### src/rtl/stream_mux_rr.sv
// Registered N-to-1 stream multiplexer: fixed-select by default, round-robin
// arbitration when ROUND_ROBIN_EN is defined. One beat per cycle, latency 1.
module stream_mux_rr #(
  parameter int WIDTH = 16,
  parameter int CH    = 16,
  parameter int SELW  = $clog2(CH)
) (
  input  logic                clk,
  input  logic                rst_n,
  input  logic [CH*WIDTH-1:0] in_data,
  input  logic [CH-1:0]       in_valid,
  output logic [CH-1:0]       in_ready,
  input  logic [SELW-1:0]     sel,
  output logic [WIDTH-1:0]    out_data,
  output logic [SELW-1:0]     out_chan,
  output logic                out_valid,
  input  logic                out_ready
);

  // Handshake: a beat moves on any port only when its valid and ready are both
  // high in the same cycle; valid never waits on ready.
  logic              out_valid_q, out_valid_d;
  logic [WIDTH-1:0]  out_data_q, out_data_d;
  logic [SELW-1:0]   out_chan_q, out_chan_d;
  logic              load_en;
  logic              xfer;
  logic              grant_valid;
  logic [SELW-1:0]   grant_idx;
  logic [CH-1:0]     grant;

`ifdef ROUND_ROBIN_EN
  logic [SELW-1:0] ptr_q, ptr_d;
  logic            unused_sel;

  assign unused_sel = ^sel;

  // First valid channel strictly above ptr, otherwise the lowest valid one.
  always_comb begin
    grant_valid = 1'b0;
    grant_idx   = '0;
    for (int i = 0; i < CH; i++) begin
      if (!grant_valid && in_valid[i] && (i > int'(ptr_q))) begin
        grant_valid = 1'b1;
        grant_idx   = SELW'(i);
      end
    end
    for (int i = 0; i < CH; i++) begin
      if (!grant_valid && in_valid[i]) begin
        grant_valid = 1'b1;
        grant_idx   = SELW'(i);
      end
    end
  end

  always_comb begin
    ptr_d = ptr_q;
    if (xfer) ptr_d = grant_idx;
  end

  always_ff @(posedge clk or negedge rst_n) begin
    if (!rst_n) ptr_q <= SELW'(CH - 1);
    else        ptr_q <= ptr_d;
  end
`else
  // Out-of-range selects simply never grant.
  always_comb begin
    grant_idx   = sel;
    grant_valid = 1'b0;
    if (int'(sel) < CH) grant_valid = in_valid[sel];
  end
`endif

  always_comb begin
    grant = '0;
    if (grant_valid) grant[grant_idx] = 1'b1;
  end

  // rst_n gates load_en so in_ready stays low throughout reset.
  assign load_en  = rst_n & (~out_valid_q | out_ready);
  assign xfer     = load_en & grant_valid;
  assign in_ready = {CH{load_en}} & grant;

  always_comb begin
    out_valid_d = xfer | (out_valid_q & ~out_ready);
    out_data_d  = out_data_q;
    out_chan_d  = out_chan_q;
    if (xfer) begin
      out_data_d = in_data[grant_idx*WIDTH +: WIDTH];
      out_chan_d = grant_idx;
    end
  end

  always_ff @(posedge clk or negedge rst_n) begin
    if (!rst_n) begin
      out_valid_q <= 1'b0;
      out_data_q  <= '0;
      out_chan_q  <= '0;
    end else begin
      out_valid_q <= out_valid_d;
      out_data_q  <= out_data_d;
      out_chan_q  <= out_chan_d;
    end
  end

  assign out_valid = out_valid_q;
  assign out_data  = out_data_q;
  assign out_chan  = out_chan_q;

endmodule

### config.mk
export PLATFORM = sky130hd
export DESIGN_NAME = stream_mux_rr
export DESIGN_NICKNAME = d
export VERILOG_FILES = /design/src/rtl/stream_mux_rr.sv
export SDC_FILE = /design/constraint.sdc
export NUM_CORES = 1
export LEC_CHECK = 0
export BUFFER_PORTS_ARGS = -buffer_cell sky130_fd_sc_hd__buf_2
export CAP_MARGIN = 10
export CORE_AREA = 2 2 123 125
export DETAILED_ROUTE_END_ITERATION = 16
export DIE_AREA = 0 0 125 127
export SYNTH_ARGS = -nofsm -noshare
export SYNTH_HDL_FRONTEND = slang
export SYNTH_SLANG_ARGS = --single-unit
### constraint.sdc
create_clock -name clk -period 1.7 [get_ports clk]
set_input_delay 0.255 -clock clk [delete_from_list [all_inputs] [get_ports clk]]
set_output_delay 0.255 -clock clk [all_outputs]
set_load 0.03 [all_outputs]
==> Word-level counts from Yosys, hierarchy flattened <==
Index checks and enable logic that the tools add are counted.
{ "word_totals": {"input_bits": 279, "output_inout_bits": 37, "wordCells": 20, "reg_bits": 21} }
{ "op_classes": {"muxes": 5, "n_shift": 1, "order_cmp": 2, "n_bitwise": 8, "reduce_logical": 1} }
{ "ops": {"columns": ["op", "count"], "rows": [
  ["256-bit by 9-bit variable part select with 16-bit output", 1],
  ["16-bit AND", 1],
  ["16-bit 2-to-1 mux", 1],
  ["4-bit by 5-bit less-than comparator with 1-bit output, second input constant", 1],
  ["1-bit binary-select mux with 4-bit select", 1],
  ["1-bit demux with 4-bit select", 1],
  ["4-bit by 1-bit >= comparator with 1-bit output, second input constant", 1],
  ["1-bit AND", 3],
  ["1-bit 2-to-1 mux", 2],
  ["1-bit inverter", 2],
  ["1-bit bitwise OR", 2],
  ["1-bit logical AND", 1]
]} }

==> Longest topological paths before layout <==
{ "depth": {"depth_word": 6, "mapped_depth": 7} }

==> Worst setup path after synthesis <==
OpenSTA, ideal clock, no wires.
{ "synth_path": {"kind": "reg2out", "start": "register out_valid_q, in the netlist out_valid", "end": "output in_ready[0]", "n_path_buf": 0, "required_ns": 1.445, "stages_incl_launch_ff": 5, "slack_ns": -0.570, "arrival_ns": 2.015, "path_cell_list": "dfrtp_1 > nand2b_1 > nand2_1 > or4b_2 > nor3_1"} }
{ "synth_between": {"elab_chain_len": 4} }
{ "synth_rtl": {"columns": ["element", "line_no", "source"], "rows": [
  ["from (decl)", "22", "logic out_valid_q, out_valid_d;"],
  ["from (signal assigned)", "99", "out_valid_q <= out_valid_d;"],
  ["1-bit inverter", "79", "assign load_en = rst_n & (~out_valid_q | out_ready);"],
  ["1-bit bitwise OR", "79", null],
  ["1-bit AND", "79", null],
  ["16-bit AND", "81", "assign in_ready = {CH{load_en}} & grant;"],
  ["to (decl)", "12", "output logic [CH-1:0] in_ready,"]
]} }
No other way between the ends.

==> Final worst setup path <==
{ "layout_path": {"start": "register out_valid_q, in the netlist out_valid", "end": "output in_ready[3]"} }
The elaborated chain is that of the path after synthesis.

==> impl_metrics.ini <==
[timing]
finalSetupViolCount = 35
holdWs_ns = 0.0174
min_period_ns = 2.00
max_slew_margin_pct = 49.0
setup_slack_ns = -0.302
worstMarginPinSlew_ns = 0.764
hold_viol_final = 0
fin_crit_sh_pct = 118
clock_skew_ns = 0.00105
maxSlewViolCount = 0
max_freq_ghz = 0.500
rsz0062_at_grt = yes

[global_routing]
grt_max_degree = 24
grt_pass1_vias = 4016
grt_overflow = 0
antenna_found_initial = 0
grt_pass1_wl_um = 22600
grt_use_total_pct = 18.6

[cts]
cts_max_path_buffers = 2
cts-root-buf = clkbuf_16
cts_hold_buffers = 0
clk_pin_slew_ns = 0.06
cts_sinks = 21
cts-buffers-inserted = 3
insertion_delay_ns = 0.25
ctsHtreeMaxLevel = 1
cts_tree = done

[routing]
dr_total_vias = 3680
antenna_left = 0
drt_pre_antenna_iters = 4
drt-total-wl_um = 15700
wl_per_cell_um = 20.9
drcViolationCount = 0
drt_iter0_markers = 153
via_per_inst = 4.89

[worst_setup_path]
startpoint_type = register
crit_cells = 6
cp_cell_sequence = nand2b_4, nand2_2, or4b_4, buf_4, nor2_4, buf_6
crit_required_ns = 1.44
worst-r2r-cell-count = 8
critPathKind = reg -> out
max_stage_delay_ns = 0.54
cp_num_buf_inv = 2
r2r-start = out_valid$_DFF_PN0_
startpoint = out_valid$_DFF_PN0_
r2r_setup_slack_ns = -0.13
crit_family = simple AND/OR/NAND/NOR gates
arrival_ns = 1.75
cp-endpoint = in_ready[3]
slowest_stage = or4b_4
critical_path.endpoint_type = primary output
crit_fanout = 3
reg2reg_to = out_data[8]$_DFFE_PN0P_

[floorplan]
start_util_pct = 21.4
rows = 44
top_level_ports = 316
die-area_um2 = 15900
dieHeight_um = 127
die_w_um = 125
fp.coreArea_um2 = 14400

[synthesis]
netlist_top_cells_area = mux4_2, dfrtp_1, mux4_1
synth-edff-count = 0
synth.distinct_cells = 28
syn_area_per_cell_um2 = 13.4
netlist_instances = 230
yosysMostFrequentCell = mux4_2
ys.flop_type = dfrtp_1
ys.warnings.count = 0
yosysTopAreaCell = mux4_2
synth_top_area_share_pct = 35.1
syn-num-nets = 509
synth_seq_area_share_pct = 17.1
ys_async_sr_fraction_pct = 100
synth_seq_cells = 21
synthesis.area_um2 = 3080
synthTopCellsByCount = mux4_2, a22oi_1, nand2_1

[placed_design]
port_buffers = 315
dp_cells = 743
dp_worst_setup_slack_ns = -0.411
gp_congestion = 0.945
place_hpwl_um = 13700
place_area_um2 = 5200

[cells_and_area]
final_cells = 753
drive_gt1_share_pct = 82.0
final_cell_area_um2 = 5600
layout.nets = 848
area_growth_syn_to_layout_pct = 81.6

[run_status]
violations = setup timing
status = finished, violations left

[power_and_ir_drop]
power_density_nw_per_um2 = 586
ir_worst_vdd_mv = 0.272
total_power_w = 0.00328
p_leak_nw = 2.76

[min_path]
hold_class = in -> async

[flow_run]
cap_viol_max_count = 0
[registers in the layout, indices dropped and copies added (netlist names)]
register and cells:
out_data 16, out_chan 4, out_valid 1
[where the power goes]
part / internal [W] / switching, W / total, W
logic: 0.00100 / 0.000949 / 0.00195
clock network: 0.000320 / 0.000196 / 0.000517
registers: 0.000671 / 0.000142 / 0.000812
[area by class of cell]
type | instances | area (µm²)
Clock buffer | 4 | 78.8
Sequential cell | 21 | 527
Antenna cell | 1 | 2.50
Timing Repair Buffer | 361 | 2150
Fill cell | 1423 | 8830
Multi-Input combinational cell | 182 | 2610
Tap cell | 184 | 230
[through the flow]
stage / utilization, % / setup TNS (ns)
global placement: 36.1 / -8.16
finish: 38.8 / -5.23
CTS: 38.0 / -4.17
global route: 38.8 / -7.31
floorplan: - / -1.10
detailed placement: 36.1 / -9.01
[kinds of logic after synthesis]
group	synth area share (%)
AO/OA/AOI/OAI	9.01
buffers and inverters	5.85
flip-flops	17.1
multiplexers	59.4
AND/OR/NAND/NOR	8.65
[worst min path at each step]
stage,from,endpoint,slack (ns),cells past startpoint
4_1_cts,rst_n,out_data[0]$_DFFE_PN0P_,0.01,2
5_1_grt,rst_n,out_data[1]$_DFFE_PN0P_,0.03,2
6_report,rst_n,out_data[14]$_DFFE_PN0P_,0.02,2
3_5_place_dp,rst_n,out_chan[3]$_DFFE_PN0P_,0.26,2
2_1_floorplan,rst_n,out_chan[0]$_DFFE_PN0P_,-0.04,0
3_3_place_gp,rst_n,out_chan[3]$_DFFE_PN0P_,0.25,2
[layer usage]
metal	part of all wire, %	up-vias	GRT usage, %
met5	0	-	0
met1	42	1807	24.1
li1	-	1669	-
met2	52	188	33.2
met3	4.7	16	2.18
met4	1.9	0	4.71
[repair_timing]
| item | in CTS | in global routing |
|---|---|---|
| resized for setup | 49 | 21 |
| buffers inserted | 2 | 3 |
| hold endpoints to repair | 0 | 0 |
| setup endpoints to repair | 35 | 35 |
| pin swaps | 12 | 9 |
[placed cells by master, fill, tap and decap left out]
| cell | count |
|---|---|
| nor2_4 | 8 |
| mux2_2 | 2 |
| a21oi_4 | 1 |
| buf_2 | 297 |
| clkbuf_16 | 3 |
| a22oi_2 | 2 |
| nand2_1 | 20 |
| a21o_1 | 1 |
| a22oi_1 | 30 |
| and2_1 | 1 |
| nand2_8 | 1 |
| buf_4 | 35 |
| clkbuf_1 | 1 |
| dfrtp_2 | 1 |
| buf_6 | 20 |
| nor3_4 | 3 |
| mux4_2 | 49 |
| diode_2 | 1 |
| nor2b_2 | 1 |
| nor2b_1 | 3 |
| or4b_4 | 1 |
| nand2b_1 | 3 |
| nor4_4 | 1 |
| a211oi_1 | 2 |
| mux2_4 | 19 |
| nor3_2 | 3 |
| nand2b_4 | 1 |
| nand2_2 | 2 |
| nor2_2 | 5 |
| buf_12 | 9 |
| nand3_4 | 1 |
| dfrtp_1 | 20 |
| o22ai_1 | 1 |
| nor2_1 | 2 |
| or2_1 | 1 |
| nand2_4 | 1 |
| mux4_1 | 17 |
Power figures use the tool's default switching activity.
